--- src/rtl/fan_speed_monitor.sv ---
// Fan controller: PWM drive, forced spin-up after enable, stall detection from the
// per-second tacho rate, and bounded spin-up retries before a latched fault.
module fan_speed_monitor #(
  parameter int         SPINUP_SECS = 3,
  parameter int         STALL_SECS  = 2,
  parameter logic [7:0] MIN_PPS     = 8'd4,
  parameter int         MAX_RETRIES = 2,
  parameter int         PWM_DIV     = 8
) (
  input  logic       clk,
  input  logic       reset,
  input  logic       one_hz,
  input  logic [7:0] pulses_per_second,
  input  logic       enable,
  input  logic [7:0] duty,
  output logic       pwm_out,
  output logic       fan_ok,
  output logic       fan_fault,
  output logic [1:0] state,
  output logic [1:0] retries
);

  typedef enum logic [1:0] {IDLE = 2'd0, SPINUP = 2'd1, RUN = 2'd2, FAULT = 2'd3} state_t;

  localparam logic [3:0] SPINUP_LIM = 4'(SPINUP_SECS);
  localparam logic [3:0] STALL_LIM  = 4'(STALL_SECS);
  localparam logic [2:0] RETRY_LIM  = 3'(MAX_RETRIES);
  localparam logic [7:0] PRE_MAX    = 8'(PWM_DIV - 1);

  state_t     state_reg;
  logic [3:0] sec_cnt_reg, stall_cnt_reg;
  logic [7:0] pre_reg, step_reg, duty_latched_reg;
  logic [1:0] retries_reg;
  logic       pwm_out_reg, fan_ok_reg, fan_fault_reg;

  logic       pre_wrap;
  logic [7:0] pre_next, step_next, duty_next;
  logic       pwm_raw_next;
  logic [3:0] sec_inc, stall_inc;
  logic [1:0] retries_inc;

  // PWM generator next values; duty only reloads at the end of a full period
  always_comb begin
    pre_wrap     = (pre_reg == PRE_MAX);
    pre_next     = pre_wrap ? 8'd0 : pre_reg + 8'd1;
    step_next    = pre_wrap ? step_reg + 8'd1 : step_reg;
    duty_next    = (pre_wrap && step_reg == 8'hFF) ? duty : duty_latched_reg;
    pwm_raw_next = (step_next < duty_next);
    sec_inc      = (sec_cnt_reg >= SPINUP_LIM) ? sec_cnt_reg : sec_cnt_reg + 4'd1;
    stall_inc    = (stall_cnt_reg >= STALL_LIM) ? stall_cnt_reg : stall_cnt_reg + 4'd1;
    retries_inc  = (retries_reg == 2'd3) ? retries_reg : retries_reg + 2'd1;
  end

  always_ff @(posedge clk or posedge reset) begin
    if (reset) begin
      state_reg        <= IDLE;
      sec_cnt_reg      <= 4'd0;
      stall_cnt_reg    <= 4'd0;
      pre_reg          <= 8'd0;
      step_reg         <= 8'd0;
      duty_latched_reg <= 8'd0;
      retries_reg      <= 2'd0;
      pwm_out_reg      <= 1'b0;
      fan_ok_reg       <= 1'b0;
      fan_fault_reg    <= 1'b0;
    end else if (!enable) begin
      state_reg     <= IDLE;
      pwm_out_reg   <= 1'b0;
      fan_ok_reg    <= 1'b0;
      fan_fault_reg <= 1'b0;
    end else begin
      case (state_reg)
        IDLE: begin
          state_reg   <= SPINUP;
          sec_cnt_reg <= 4'd0;
          retries_reg <= 2'd0;
          pwm_out_reg <= 1'b1;
        end
        SPINUP: begin
          pwm_out_reg <= 1'b1;
          if (one_hz) begin
            sec_cnt_reg <= sec_inc;
            if (sec_inc == SPINUP_LIM) begin
              // Restart the PWM period so the first RUN period is whole
              state_reg        <= RUN;
              stall_cnt_reg    <= 4'd0;
              fan_ok_reg       <= 1'b1;
              pre_reg          <= 8'd0;
              step_reg         <= 8'd0;
              duty_latched_reg <= duty;
              pwm_out_reg      <= (duty != 8'd0);
            end
          end
        end
        RUN: begin
          pre_reg          <= pre_next;
          step_reg         <= step_next;
          duty_latched_reg <= duty_next;
          pwm_out_reg      <= pwm_raw_next;
          if (one_hz) begin
            if (duty == 8'd0) begin
              stall_cnt_reg <= 4'd0;
            end else if (pulses_per_second < MIN_PPS) begin
              stall_cnt_reg <= stall_inc;
              if (stall_inc == STALL_LIM) begin
                fan_ok_reg  <= 1'b0;
                pwm_out_reg <= 1'b1;
                if ({1'b0, retries_reg} < RETRY_LIM) begin
                  state_reg   <= SPINUP;
                  sec_cnt_reg <= 4'd0;
                  retries_reg <= retries_inc;
                end else begin
                  state_reg     <= FAULT;
                  fan_fault_reg <= 1'b1;
                end
              end
            end else begin
              stall_cnt_reg <= 4'd0;
            end
          end
        end
        FAULT: begin
          pwm_out_reg   <= 1'b1;
          fan_fault_reg <= 1'b1;
        end
        default: state_reg <= IDLE;
      endcase
    end
  end

  assign pwm_out   = pwm_out_reg;
  assign fan_ok    = fan_ok_reg;
  assign fan_fault = fan_fault_reg;
  assign state     = state_reg;
  assign retries   = retries_reg;

endmodule

--- config.mk ---
export PLATFORM = sky130hd
export DESIGN_NAME = fan_speed_monitor
export DESIGN_NICKNAME = d
export VERILOG_FILES = /design/src/rtl/fan_speed_monitor.sv
export SDC_FILE = /design/constraint.sdc
export NUM_CORES = 1
export LEC_CHECK = 0
export ABC_AREA = 0
export CORE_ASPECT_RATIO = 0.75
export CORE_MARGIN = 4
export CORE_UTILIZATION = 57
export DETAILED_ROUTE_END_ITERATION = 10
export PLACE_DENSITY = 0.8
export SETUP_SLACK_MARGIN = 0.15
export SYNTH_ARGS = -nofsm -noshare
export SYNTH_HDL_FRONTEND = slang
export SYNTH_SLANG_ARGS = --single-unit
export TNS_END_PERCENT = 1
--- constraint.sdc ---
create_clock -name clk -period 3.4 [get_ports clk]
set_input_delay 0.34 -clock clk [delete_from_list [all_inputs] [get_ports clk]]
set_output_delay 0.34 -clock clk [all_outputs]
set_load 0.1 [all_outputs]
==> results <==
- The largest single stage delay on the critical path is roughly 420 ps.
- The path category of the worst min-delay check is primary input to async pin.
- STA classifies the critical path startpoint as a register.
- In this run the tool buffered the top-level ports with 24 buffer cells.
- In this run the register-to-register setup slack is between 500 and 600 ps.
- Along the worst path, the maximum fanout reaches 9.
- The actual transition at the worst max-transition pin is 980.9 ps.
- The startpoint identified for the worst register-to-register timing path is pre_reg[0].
- In the final routed layout, each cell accounts on average for between 15 and 20 um.
- Entering global routing, the biggest net connects 40 pins.
- The register bit total from synthesis is 39.
- The initial antenna violation count was 0.
- The number of fill cells in the layout is around 340.
- In the layout the commonest cells are dfrtp_1 (39), nand2_1 (27), clkdlybuf4s50_1 (24), o21ai_0 (22), ha_1 (17).
- The total clock buffers created by CTS is 5.
- The final wirelength is 5.434 mm.
- The first TritonRoute pass finished after 5 iterations.
- The worst reg2reg path endpoint is pwm_out.
- The repair_antennas step left the layout with diodes totalling 0.
- The H-tree was split into 2 levels.
- Summed over all layers, the global routing overflow is 0.
- In the routed layout, each cell is associated on average with a via count of around 6.1.
- The count of different cell masters after synthesis is 50.
- Of the cells placed in the final design, the portion with a size suffix greater than 1 is 11.53%.
- The tool flagged a number of max-cap violations equal to 0.
- The average size of a mapped cell is between 9 and 10 um^2.
- The peak ir drop on the vdd network is ~0.49 mV.
- The routability congestion estimate is 0.8048.
- The minimum clock period is about 2800 ps.
- On the final layout, the worst clock skew is about 6 ps.
- 27 I/O pins were placed.
- The top cell type's share of synthesized area is 38.67%.
- After routing, the total negative slack on setup checks comes to 0 ps.
- The post-cts gate resize count is 0.
- The CTS tree is done.
- The portion of the clock cycle consumed by the worst path in the final layout is a little over four fifths.
- The clock drives 39 sinks.
- The Yosys step of the flow raised 0 warnings.
- After floorplanning, the core was divided into 20 placement rows.
- The net count of the finished layout is approximately 330.
- The cell that appears most often on the critical path is ha_1.
- The number of buffers on the longest clock path is 2.
- In the routed design, unresolved DRC markers number 0.
- After synthesis, the share of flip-flops with an asynchronous set or reset is between 90% and 100%.
- The count of mapped cells out of synthesis is about 270.
- The endpoint class of the critical path is a register.
- For this run, the share of the core covered by cells in the final layout is a little over two thirds.
- Walking the worst path, the cells encountered are ha_1, and4bb_2, and2_1, nand2_2, mux2i_1, ha_1, a21o_1, nand2_1, nand4b_1, nor4_1, a311o_1.
- The mapped netlist covers about 0.0025 mm^2.
- Setup violations remaining at the end of the flow were counted as 0.
- The detailed router finished its first iteration with ~160 violations.
- Setup repair after global routing left no endpoint under its margin.
- The number of max-slew violations in the final report came to 0.
- The height of the chip is 65.63 um.
- The sequential element share of the synthesized area is 38.67%.
- For this configuration, the core starts out at a cell density of around 61%.
- The cell at the slowest stage of the critical path is dfrtp_1.
- In this run the tightest slew margin relative to its limit is roughly a third.
- The number of enable-type register cells in the synthesized netlist is 0.
- The power density of the placed cells is slightly below 600 mW/mm^2.
- The family of cells with the greatest summed delay on the critical path is simple AND/OR/NAND/NOR gates.
- The number of nets still failing antenna checks after routing is 0.
- The global-route wire length before repair is about 9.4 mm.
- The half-perimeter wire length after placement is ~4 mm.
- The number of global-route vias before repair came to about 2000.
- The combined global-route utilization of all metal layers is a little over a fifth.
- The most used flip-flop cell after synthesis is dfrtp_1.
- For this design, the CTS-stage hold fixing added 0 buffers.
- The most common library cell in the layout ignoring fill and taps is dfrtp_1.
- The length in cells of the worst reg-to-reg path is 11.
- The upper clock frequency limit is between 300 and 400 MHz.
- From synthesis to final layout, the design area changed by 16.31%.
- The number of hold-slack violations in the final timing report was 0.
- Data on the critical path is required at its endpoint by ~3700 ps.
- The run finished with clean final reports.
- Across the whole layout, storage elements account for approximately 980 um^2.
- The multi-input combinational cells in the finished layout cover a total of 0.001469 mm^2.
- The arrival time at the worst endpoint is approximately 3000 ps.
- In the post-synthesis netlist, the biggest area contributors are dfrtp_1 (39%), ha_1 (8.4%), o21ai_0 (4.6%), mux2_2 (4.5%), nand2_1 (4.0%).
- Together, buffers and inverters on the worst path number 0.
- The detailed router placed around 2200 vias in this run.
- After clock tree synthesis, the clock-pin slew on the worst setup and hold paths is about 80 ps.
- The number of buffers added for setup after CTS is 0.
- The horizontal extent of the die is 84.84 um.
- The analysis attributes to cell leakage a power of approximately 1.3 nW.
- The buffer cell driving the clock tree root is clkbuf_8.
- The area of the die is roughly 0.0056 mm^2.
- The largest area contributor in the netlist is dfrtp_1.
- The path type of the worst setup path is register to register.
- The clock reaches the later pin of the worst-skew pair after roughly 300 ps.
- The number of nets in the synthesized netlist is slightly above 300.
- The core box area is 0.004154 mm^2.
==> worst min-delay path: cells and delay by family <==
family,cells,cell delay (ps)
buffers and inverters,3,860
==> routing by layer <==
metal | up-vias | wire, um | GRT usage [%]
met1 | 1021 | 2583 | 29.58
li1 | 1050 | - | -
met3 | 11 | 365 | 6.642
met4 | 0 | 102 | 6.522
met5 | - | 0 | 0
met2 | 68 | 2382 | 32.71
==> how the worst max path moves through the flow <==
stage	slack [ps]	to	cells past startpoint	startpoint
detailed placement	670	pwm_out	11	pre_reg[0]
CTS	620	pwm_out	11	pre_reg[0]
global route	430	pwm_out	11	pre_reg[0]
global placement	730	pwm_out	11	pre_reg[0]
finish	560	pwm_out	11	pre_reg[0]
floorplan	720	duty_latched_reg[0]	8	state[1]
==> cell usage after synthesis, types with 3 or more instances <==
| master | n |
|---|---|
| clkbuf_1 | 6 |
| o31ai_1 | 7 |
| a21oi_1 | 8 |
| nor2b_1 | 3 |
| nor3b_1 | 3 |
| nor4_1 | 4 |
| nand2b_1 | 3 |
| nor2_1 | 12 |
| ha_1 | 17 |
| a22o_1 | 3 |
| o21a_1 | 6 |
| and2_1 | 3 |
| mux2_2 | 10 |
| and3_1 | 6 |
| nand3_1 | 16 |
| a21o_1 | 3 |
| mux2i_1 | 8 |
| dfrtp_1 | 39 |
| o21ai_0 | 23 |
| nor3_1 | 3 |
| or3_1 | 4 |
| or2_2 | 5 |
| a31oi_1 | 3 |
| or4_1 | 3 |
| inv_1 | 11 |
| nand2_1 | 27 |
| buf_2 | 3 |
==> area by class of cell <==
type / instances / area share, %
multi-input combinational: 210 / 50.04
clock buffer: 6 / 2.813
timing repair buffer: 27 / 8.951
sequential: 39 / 33.25
clock inverter: 2 / 1.194
tap: 55 / 2.344
inverter: 11 / 1.407
==> kinds of logic (layout without fill, tap and decap cells) <==
| kind of cell | Yosys count | in the layout | synth area share (%) |
|---|---|---|---|
| buffers and inverters | 20 | 46 | 3.123 |
| adder cells (fa/ha/maj) | 17 | 17 | 8.428 |
| AND/OR/NAND/NOR | 99 | 99 | 20.72 |
| AO/OA/AOI/OAI | 72 | 72 | 20.03 |
| XOR/XNOR | 4 | 4 | 1.388 |
| flip-flops | 39 | 39 | 38.67 |
| multiplexers | 18 | 18 | 7.635 |
==> report_power, final <==
| part | switching, W | internal [W] |
|---|---|---|
| logic | 0.000409 | 0.000265 |
| registers | 0.0000795 | 0.000563 |
| clock network | 0.000174 | 0.000238 |
| total | 0.000662 | 0.00107 |
==> metrics by stage <==
step	setup slack, ps	cell area [um^2]	hold slack [ps]	power, W	cells
global route	431.2	2935	506.3	0.001850	350
detailed placement	665.8	2818	465.6	0.001320	342
global placement	725.4	2818	474.9	0.001304	342
finish	564.0	2935	450.7	0.001728	350
CTS	618.1	2935	468.9	0.001738	350
floorplan	724.0	2524	438.2	0.001153	269
Power figures use the tool's default switching activity.
